**config.mk**
```make
export PLATFORM = sky130hd
export DESIGN_NAME = mult8_seq_ctrl_flat
export DESIGN_NICKNAME = d
export VERILOG_FILES = /design/src/rtl/mult8_pkg.sv /design/src/rtl/mult8_seq_ctrl_if.sv /design/src/rtl/mul5x5_core.sv /design/src/rtl/mult8_seq_ctrl.sv /design/src/flat_wrapper.sv
export SDC_FILE = /design/constraint.sdc
export NUM_CORES = 1
export LEC_CHECK = 0
export ABC_AREA = 1
export BUFFER_PORTS_ARGS = -buffer_cell sky130_fd_sc_hd__buf_2
export CORE_ASPECT_RATIO = 1.25
export CORE_UTILIZATION = 64
export CTS_CLUSTER_DIAMETER = 100
export DETAILED_ROUTE_END_ITERATION = 8
export GPL_TIMING_DRIVEN = 0
export PLACE_DENSITY = 0.84
export SLEW_MARGIN = 20
export SYNTH_ARGS = -nofsm -noshare
export SYNTH_HDL_FRONTEND = slang
export SYNTH_HIERARCHICAL = 1
export SYNTH_SLANG_ARGS = --single-unit
```
**constraint.sdc**
```tcl
create_clock -name clk -period 13.9 [get_ports clk]
set_input_delay 1.39 -clock clk [delete_from_list [all_inputs] [get_ports clk]]
set_output_delay 1.39 -clock clk [all_outputs]
set_load 0.01 [all_outputs]
```
**src/rtl/mult8_pkg.sv**
```systemverilog
// rtl/mult8_pkg.sv - shared types and constants for the sequential 8x8 multiplier
package mult8_pkg;

  localparam int HI_W     = 5;
  localparam int LO_W     = 3;
  localparam int OP_W     = HI_W + LO_W;
  localparam int PP_W     = 2 * HI_W;
  localparam int SHIFT_HH = 6;
  localparam int SHIFT_X  = 3;
  localparam int PROD_W   = 16;

  typedef enum logic [2:0] {
    IDLE,
    HH,
    HL,
    LH,
    LL,
    DONE
  } state_t;

  function automatic logic [HI_W-1:0] hi_field(input logic [OP_W-1:0] v);
    return v[OP_W-1:LO_W];
  endfunction

  // Low field is zero-extended so it can share the 5x5 multiplier.
  function automatic logic [HI_W-1:0] lo_field(input logic [OP_W-1:0] v);
    return {{(HI_W-LO_W){1'b0}}, v[LO_W-1:0]};
  endfunction

endpackage

```
**src/rtl/mult8_seq_ctrl_if.sv**
```systemverilog
// rtl/mult8_seq_ctrl_if.sv - operand/product handshake bundle for mult8_seq_ctrl
interface mult8_seq_ctrl_if;
  import mult8_pkg::*;

  logic              in_valid;
  logic              in_ready;
  logic [OP_W-1:0]   a;
  logic [OP_W-1:0]   b;
  logic              drop_low;
  logic              out_valid;
  logic              out_ready;
  logic [PROD_W-1:0] p;

  modport master (
    output in_valid, a, b, drop_low, out_ready,
    input  in_ready, out_valid, p
  );

  modport slave (
    input  in_valid, a, b, drop_low, out_ready,
    output in_ready, out_valid, p
  );

endinterface

```
**src/rtl/mul5x5_core.sv**
```systemverilog
// rtl/mul5x5_core.sv - combinational unsigned 5x5 -> 10-bit multiplier core
module mul5x5_core
  import mult8_pkg::*;
(
  input  logic [HI_W-1:0] x,
  input  logic [HI_W-1:0] y,
  output logic [PP_W-1:0] prod
);

  assign prod = x * y;

endmodule

```
**src/rtl/mult8_seq_ctrl.sv**
```systemverilog
// rtl/mult8_seq_ctrl.sv - 8x8 multiplier built from four sequential 5x5 partial products
module mult8_seq_ctrl
  import mult8_pkg::*;
(
  input  logic              clk,
  input  logic              rst_n,
  mult8_seq_ctrl_if.slave   bus
);

  state_t            state;
  state_t            state_nxt;
  logic [OP_W-1:0]   a_r;
  logic [OP_W-1:0]   b_r;
  logic              drop_r;
  logic [PROD_W-1:0] acc;
  logic [PROD_W-1:0] acc_add;
  logic [PROD_W-1:0] pp_ext;
  logic [HI_W-1:0]   mul_x;
  logic [HI_W-1:0]   mul_y;
  logic [PP_W-1:0]   mul_p;
  logic              in_ready;
  logic              accept;

  mul5x5_core u_mul (
    .x    (mul_x),
    .y    (mul_y),
    .prod (mul_p)
  );

  assign pp_ext        = {{(PROD_W-PP_W){1'b0}}, mul_p};
  assign in_ready      = (state == IDLE) || ((state == DONE) && bus.out_ready);
  assign accept        = bus.in_valid && in_ready;
  assign bus.in_ready  = in_ready;
  assign bus.out_valid = (state == DONE);
  assign bus.p         = acc;

  always_comb begin
    state_nxt = state;
    mul_x     = '0;
    mul_y     = '0;
    acc_add   = '0;
    case (state)
      IDLE: begin
        if (accept) state_nxt = HH;
      end
      HH: begin
        mul_x     = hi_field(a_r);
        mul_y     = hi_field(b_r);
        acc_add   = pp_ext << SHIFT_HH;
        state_nxt = HL;
      end
      HL: begin
        mul_x     = hi_field(a_r);
        mul_y     = lo_field(b_r);
        acc_add   = pp_ext << SHIFT_X;
        state_nxt = LH;
      end
      LH: begin
        mul_x     = lo_field(a_r);
        mul_y     = hi_field(b_r);
        acc_add   = pp_ext << SHIFT_X;
        state_nxt = drop_r ? DONE : LL;
      end
      LL: begin
        mul_x     = lo_field(a_r);
        mul_y     = lo_field(b_r);
        acc_add   = pp_ext;
        state_nxt = DONE;
      end
      DONE: begin
        // A consumer take and a new accept can share one edge.
        if (bus.out_ready) state_nxt = accept ? HH : IDLE;
      end
      default: state_nxt = IDLE;
    endcase
  end

  always_ff @(posedge clk) begin
    if (!rst_n) begin
      state  <= IDLE;
      acc    <= '0;
      a_r    <= '0;
      b_r    <= '0;
      drop_r <= 1'b0;
    end else begin
      state <= state_nxt;
      if (accept) begin
        a_r    <= bus.a;
        b_r    <= bus.b;
        drop_r <= bus.drop_low;
        acc    <= '0;
      end else begin
        acc <= acc + acc_add;
      end
    end
  end

endmodule

```
**src/flat_wrapper.sv**
```systemverilog
// flat-port wrapper written by rule: the top's interface ports become plain ports
module mult8_seq_ctrl_flat import mult8_pkg::*;
  (clk, rst_n, bus_in_valid, bus_a, bus_b, bus_drop_low, bus_out_ready, bus_in_ready, bus_out_valid, bus_p);
  mult8_seq_ctrl_if bus_i ();
  input  logic clk;
  input  logic rst_n;
  input wire logic [$bits(bus_i.in_valid)-1:0] bus_in_valid;
  input wire logic [$bits(bus_i.a)-1:0] bus_a;
  input wire logic [$bits(bus_i.b)-1:0] bus_b;
  input wire logic [$bits(bus_i.drop_low)-1:0] bus_drop_low;
  input wire logic [$bits(bus_i.out_ready)-1:0] bus_out_ready;
  output wire logic [$bits(bus_i.in_ready)-1:0] bus_in_ready;
  output wire logic [$bits(bus_i.out_valid)-1:0] bus_out_valid;
  output wire logic [$bits(bus_i.p)-1:0] bus_p;
  assign bus_i.in_valid = bus_in_valid;
  assign bus_i.a = bus_a;
  assign bus_i.b = bus_b;
  assign bus_i.drop_low = bus_drop_low;
  assign bus_i.out_ready = bus_out_ready;
  assign bus_in_ready = bus_i.in_ready;
  assign bus_out_valid = bus_i.out_valid;
  assign bus_p = bus_i.p;
  mult8_seq_ctrl u_core (.clk(clk), .rst_n(rst_n), .bus(bus_i));
endmodule
```
# == After elaboration in Yosys (flattened, before gate mapping) ==
# Cells that the tools add are included.
# totals
register_bits,36
wordCells,34
out_inout_bits,18
in_bits,21
# classes
n_addsub,1
n_reduce_logical,11
multipliers,1
bitwise_logic,1
muxes,8
n_eq_ne,7
# op_table
op,n
16-bit one-hot mux with 3 select lines,1
5-bit one-hot mux with 2 select lines,2
3-bit one-hot mux with 6 select lines,1
16-bit adder,1
2-bit OR reduction,6
5-bit by 5-bit multiplier with 10-bit output,1
3-bit by 2-bit == test with 1-bit output (second input constant),2
3-bit == test (second input constant),2
3-bit two-way mux,2
3-bit by 1-bit == test with 1-bit output (second input constant),1
3-bit zero test,1
1-bit logical AND,2
1-bit two-way mux,2
2-bit by 1-bit inequality test with 1-bit output (second input constant),1
2-bit inequality test (second input constant),1
2-bit AND reduction,1
1-bit logical OR,1
1-bit NOT,1

# == Logic depth before layout (Yosys ltp) ==
# logic_depth
word_depth,7
depth_mapped,31
ltp_nobuf,31

# == Modules after synthesis ==
# The synthesis kept the hierarchy.
# modules_own_cells
mod,instances,seq_area_each_um2,cells_each,area_each_um2
mult8_seq_ctrl,1,720.7,379,2382.3
mul5x5_core,1,0.0,131,847.1

# == Worst setup path after synthesis ==
# No wires, ideal clock.
# synth_path
path_type,reg2reg
start,register u_core.state[0]
end,register u_core.acc[14] (netlist: u_core/bus.p[14])
setup_time_ns,0.116
slack_ns,9.091
required_time_ns,13.784
path_stages_with_launch,26
period_less_slack_ns,4.809
arrival_ns,4.693
n_path_buf,1
cell_sequence,dfxtp_1 -> buf_2 -> nor2_2 -> nand2_1 -> inv_1 -> o21ai_0 -> nand2_1 -> nand2_1 -> fa_1 -> fa_1 -> fa_1 -> inv_1 -> ha_1 -> or2_4 -> nand3_1 -> nand3_1 -> nand2_1 -> inv_1 -> o221ai_1 -> ha_1 -> a21oi_1 -> nand2_1 -> a21oi_1 -> nand2_1 -> nand2_1 -> a21oi_1
# synth_between
elab_chain_len,6
elab_cells_between_ends,20
classes_between,add/sub: 1; mul: 1; eq/ne: 5; mux: 3; reduce/logical: 10
# synth_lines
item,line_no,text
from (decl),mult8_seq_ctrl.sv:10,state_t state;
from (signal assigned),mult8_seq_ctrl.sv:86,state <= state_nxt;
3-bit by 2-bit == test with 1-bit output (tied with other cells),mult8_seq_ctrl.sv:42,case (state)
2-bit OR reduction (no line),--,
5-bit one-hot mux with 2 select lines (*),mult8_seq_ctrl.sv:42,
named net u_core.mul_x[0],mult8_seq_ctrl.sv:18,logic [HI_W-1:0] mul_x;
5-bit by 5-bit multiplier with 10-bit output (*),mul5x5_core.sv:10,assign prod = x * y;
named net u_core.mul_p[9],mult8_seq_ctrl.sv:20,logic [PP_W-1:0] mul_p;
16-bit one-hot mux with 3 select lines (*),mult8_seq_ctrl.sv:42,
16-bit adder (*),mult8_seq_ctrl.sv:93,acc <= acc + acc_add;
to (signal assigned),mult8_seq_ctrl.sv:93,
to (decl),mult8_seq_ctrl.sv:15,logic [PROD_W-1:0] acc;
# Mark *: on every way through the listed nets, which the timed path passes. The rest lies on a longest branch.
# A chain may end at the register's enable or synchronous reset.

# == Worst setup path after layout ==
# Ends and elaborated chain as after synthesis.

==> impl_metrics.csv <==
group,metric,value,unit
outcome,status,"completed",
final_layout,finish.net_count,618,
global_route,overflow,0,
clocking,postCtsHoldBufs,0,
clocking,cts_root_buf,"clkbuf_8",
placement,port_buffers,37,
sta,worst_slew_pin_slew,428,ps
setup_path,critPathMaxFanout,10,
yosys,syn_inst,510,
setup_path,crit_arrival,5660,ps
setup_path,cp_slowest_cell,"fa_1",
yosys,netlist_area,3230,um2
clocking,htree_num_levels,2,
setup_path,setup.worst_path.end_class,"flip-flop",
floorplanning,die_h,81.4,um
sta,finalMaxSlewViolations,0,
sta,setup_tns,0,ps
global_route,grt_first_pass_wirelength,12.2,mm
clocking,clk_latency,290,ps
yosys,yosys.area.top_type,"dfxtp_1",
flow_run,maxCapViolations,0,
setup_path,path_buf_inv,4,
clocking,post_cts_resized,0,
setup_path,start_kind,"flip-flop",
setup_path,cp_common_cell,"nand2_1",
routing,drt_pass1_iterations,4,
clocking,tritoncts,"built",
setup_path,crit_family,"adder cells",
setup_path,crit_type,"reg -> reg",
floorplanning,die_area,5340,um2
routing,wl_per_cell,11.5,um
final_layout,syn_to_final_growth,10.5,%
yosys,ys_ff_latch,36,
final_layout,drive_above_1_share,12.1,%
setup_path,crit_path_start,"u_core/state[0]$_SDFFE_PN0P_",
sta,rsz0062_at_grt,"false",
global_route,grt_start_max_net_pins,11,
floorplanning,coreArea,4800,um2
sta,setup_viol,0,
yosys,yosys.cell_types.count,35,
placement,hpwl,5.71,mm
power,leakagePower,0.00206,uW
global_route,first_global_vias,2922,
setup_path,r2r-start,"u_core/state[0]$_SDFFE_PN0P_",
routing,viasPerCell,5.17,
setup_path,required,14120,ps
power,power_density,94.4,nW/um2
floorplanning,pin_count,39,
sta,maxSlewHeadroom,71.2,%
routing,dr_total_vias,3177,
sta,skew,10.3,ps
routing,drc,0,
global_route,grtUsageTotal,29.2,%
final_layout,antennaDiodeCount,0,
yosys,yosysSeqAreaShare,22.3,%
routing,wirelength,7.07,mm
floorplanning,die_x,65.5,um
clocking,clk_pin_slew,80,ps
clocking,clock_path_buffers,2,
yosys,synth.net_count,574,
global_route,antenna_found_initial,0,
yosys,syn_area_per_cell,6.33,um2
clocking,cts_made_buffers,5,
final_layout,finish.utilization,74.3,%
clocking,cts_sinks,36,
routing,ant_nets,0,
setup_path,worst_path_largest_cell_delay,550,ps
routing,initialDrtViolationCount,173,
worst_hold_path,worstHoldStart,"u_core/b_r[6]$_SDFFE_PN0P_",
clocking,cts_setup_buffers,0,
placement,place.gp.congestion,0.820,
sta,final_hold_viol_count,0,
floorplanning,initial_core_util,67.3,%
power,ir_drop,0.000105,V
sta,fin_crit,5440,ps
worst_hold_path,hold_path_class,"reg -> reg",
sta,max_freq,0.184,GHz
floorplanning,core.rowCount,28,
sta,period_share,39.1,%
yosys,yosys_warnings,6,
yosys,synthDominantCellAreaShare,22.3,%
yosys,ys_top_cells_by_area,"dfxtp_1 22%, nand2_1 17%, ha_1 13%",
==> stage by stage <==
stage / cell area [um2] / total power (uW) / hold WS, ps / setup slack (ps) / std cells
floorplan: 3230 / 232 / 429 / 9090 / 510
global placement: 3490 / 261 / 441 / 8660 / 607
detailed placement: 3490 / 266 / 445 / 8520 / 607
CTS: 3570 / 337 / 457 / 8510 / 614
global route: 3570 / 362 / 480 / 8020 / 614
finish: 3570 / 337 / 460 / 8460 / 614
==> cell families after synthesis <==
group           share of synthesized area, %
compound gates                          10.5
xor+xnor                                1.09
fa+ha+maj                               19.0
buf+inv                                 14.3
flops                                   22.3
simple gates                            32.9
==> flip-flops by register name, summed over array words and instances, names as in the netlist <==
signal	flops
u_core/a_r	8
u_core/b_r	8
u_core/bus.p	16
u_core/drop_r	1
u_core/state	3
==> where the power goes <==
group	switching [uW]	internal [uW]
logic	90.6	43.8
clock network	37.2	34.1
registers	9.60	121
total	137	199
==> worst register-to-register path, delay by kind of cell, from the launching register on <==
family,cells,cell delay (ps)
AOI/OAI and AO/OA,5,840
adders and majority gates,5,2280
buffers and inverters,4,540
DFF,1,290
and+or+nand+nor,11,1430
==> cell usage in the layout, fill, tap and decap left out, drive strengths merged, types with 3 or more instances in the layout <==
cell type  instances
o221ai             4
clkbuf             7
xnor2              3
buf               43
or2                6
nor3               5
ha                33
nand3             23
dfxtp             36
o22ai              6
nor2              60
inv              104
a21oi             27
clkinv             4
o21ai             24
fa                10
nand3b             4
nand2            150
==> worst paths after layout <==
kind / endpoint / slack (ps) / depth (start not counted)
setup / recovery: u_core/bus.p[14]$_SDFF_PP0_ / 8460 / 25
setup reg to reg: u_core/bus.p[14]$_SDFF_PP0_ / 8460 / 25
hold / removal: u_core/b_r[6]$_SDFFE_PN0P_ / 460 / 2
hold reg to reg: u_core/b_r[6]$_SDFFE_PN0P_ / 460 / 2
==> cell usage after synthesis, drive strengths merged <==
master  instances
clkinv          3
and2            1
nor3b           1
xnor2           3
clkbuf          1
xor2            1
dfxtp          36
a21o            1
nor3            5
inv           104
o21ai          24
nor2           60
o221ai          4
a21oi          27
o22ai           6
buf             6
nand3b          4
or2             6
nand4           1
ha             33
fa             10
nand2         150
nand3          23
==> metal layers <==
metal / vias to the layer above / track usage (%) / part of all wire, %
li1: 1665 / - / -
met1: 1405 / 36.4 / 46
met2: 95 / 51.9 / 48
met3: 12 / 4.44 / 4.6
met4: 0 / 8.04 / 1.6
met5: - / 0 / 0
==> final cells by class <==
| type | count | area (um2) |
|---|---|---|
| inverters | 107 | 403 |
| fillers | 423 | 1230 |
| repair buffers | 37 | 185 |
| plain buffers | 7 | 57.6 |
| clock inverters | 1 | 5.00 |
| flip-flops and latches | 36 | 721 |
| multi-input cells | 360 | 2050 |
| well taps | 60 | 75.1 |
| clock buffers | 6 | 72.6 |
Power figures use the tool's default switching activity.
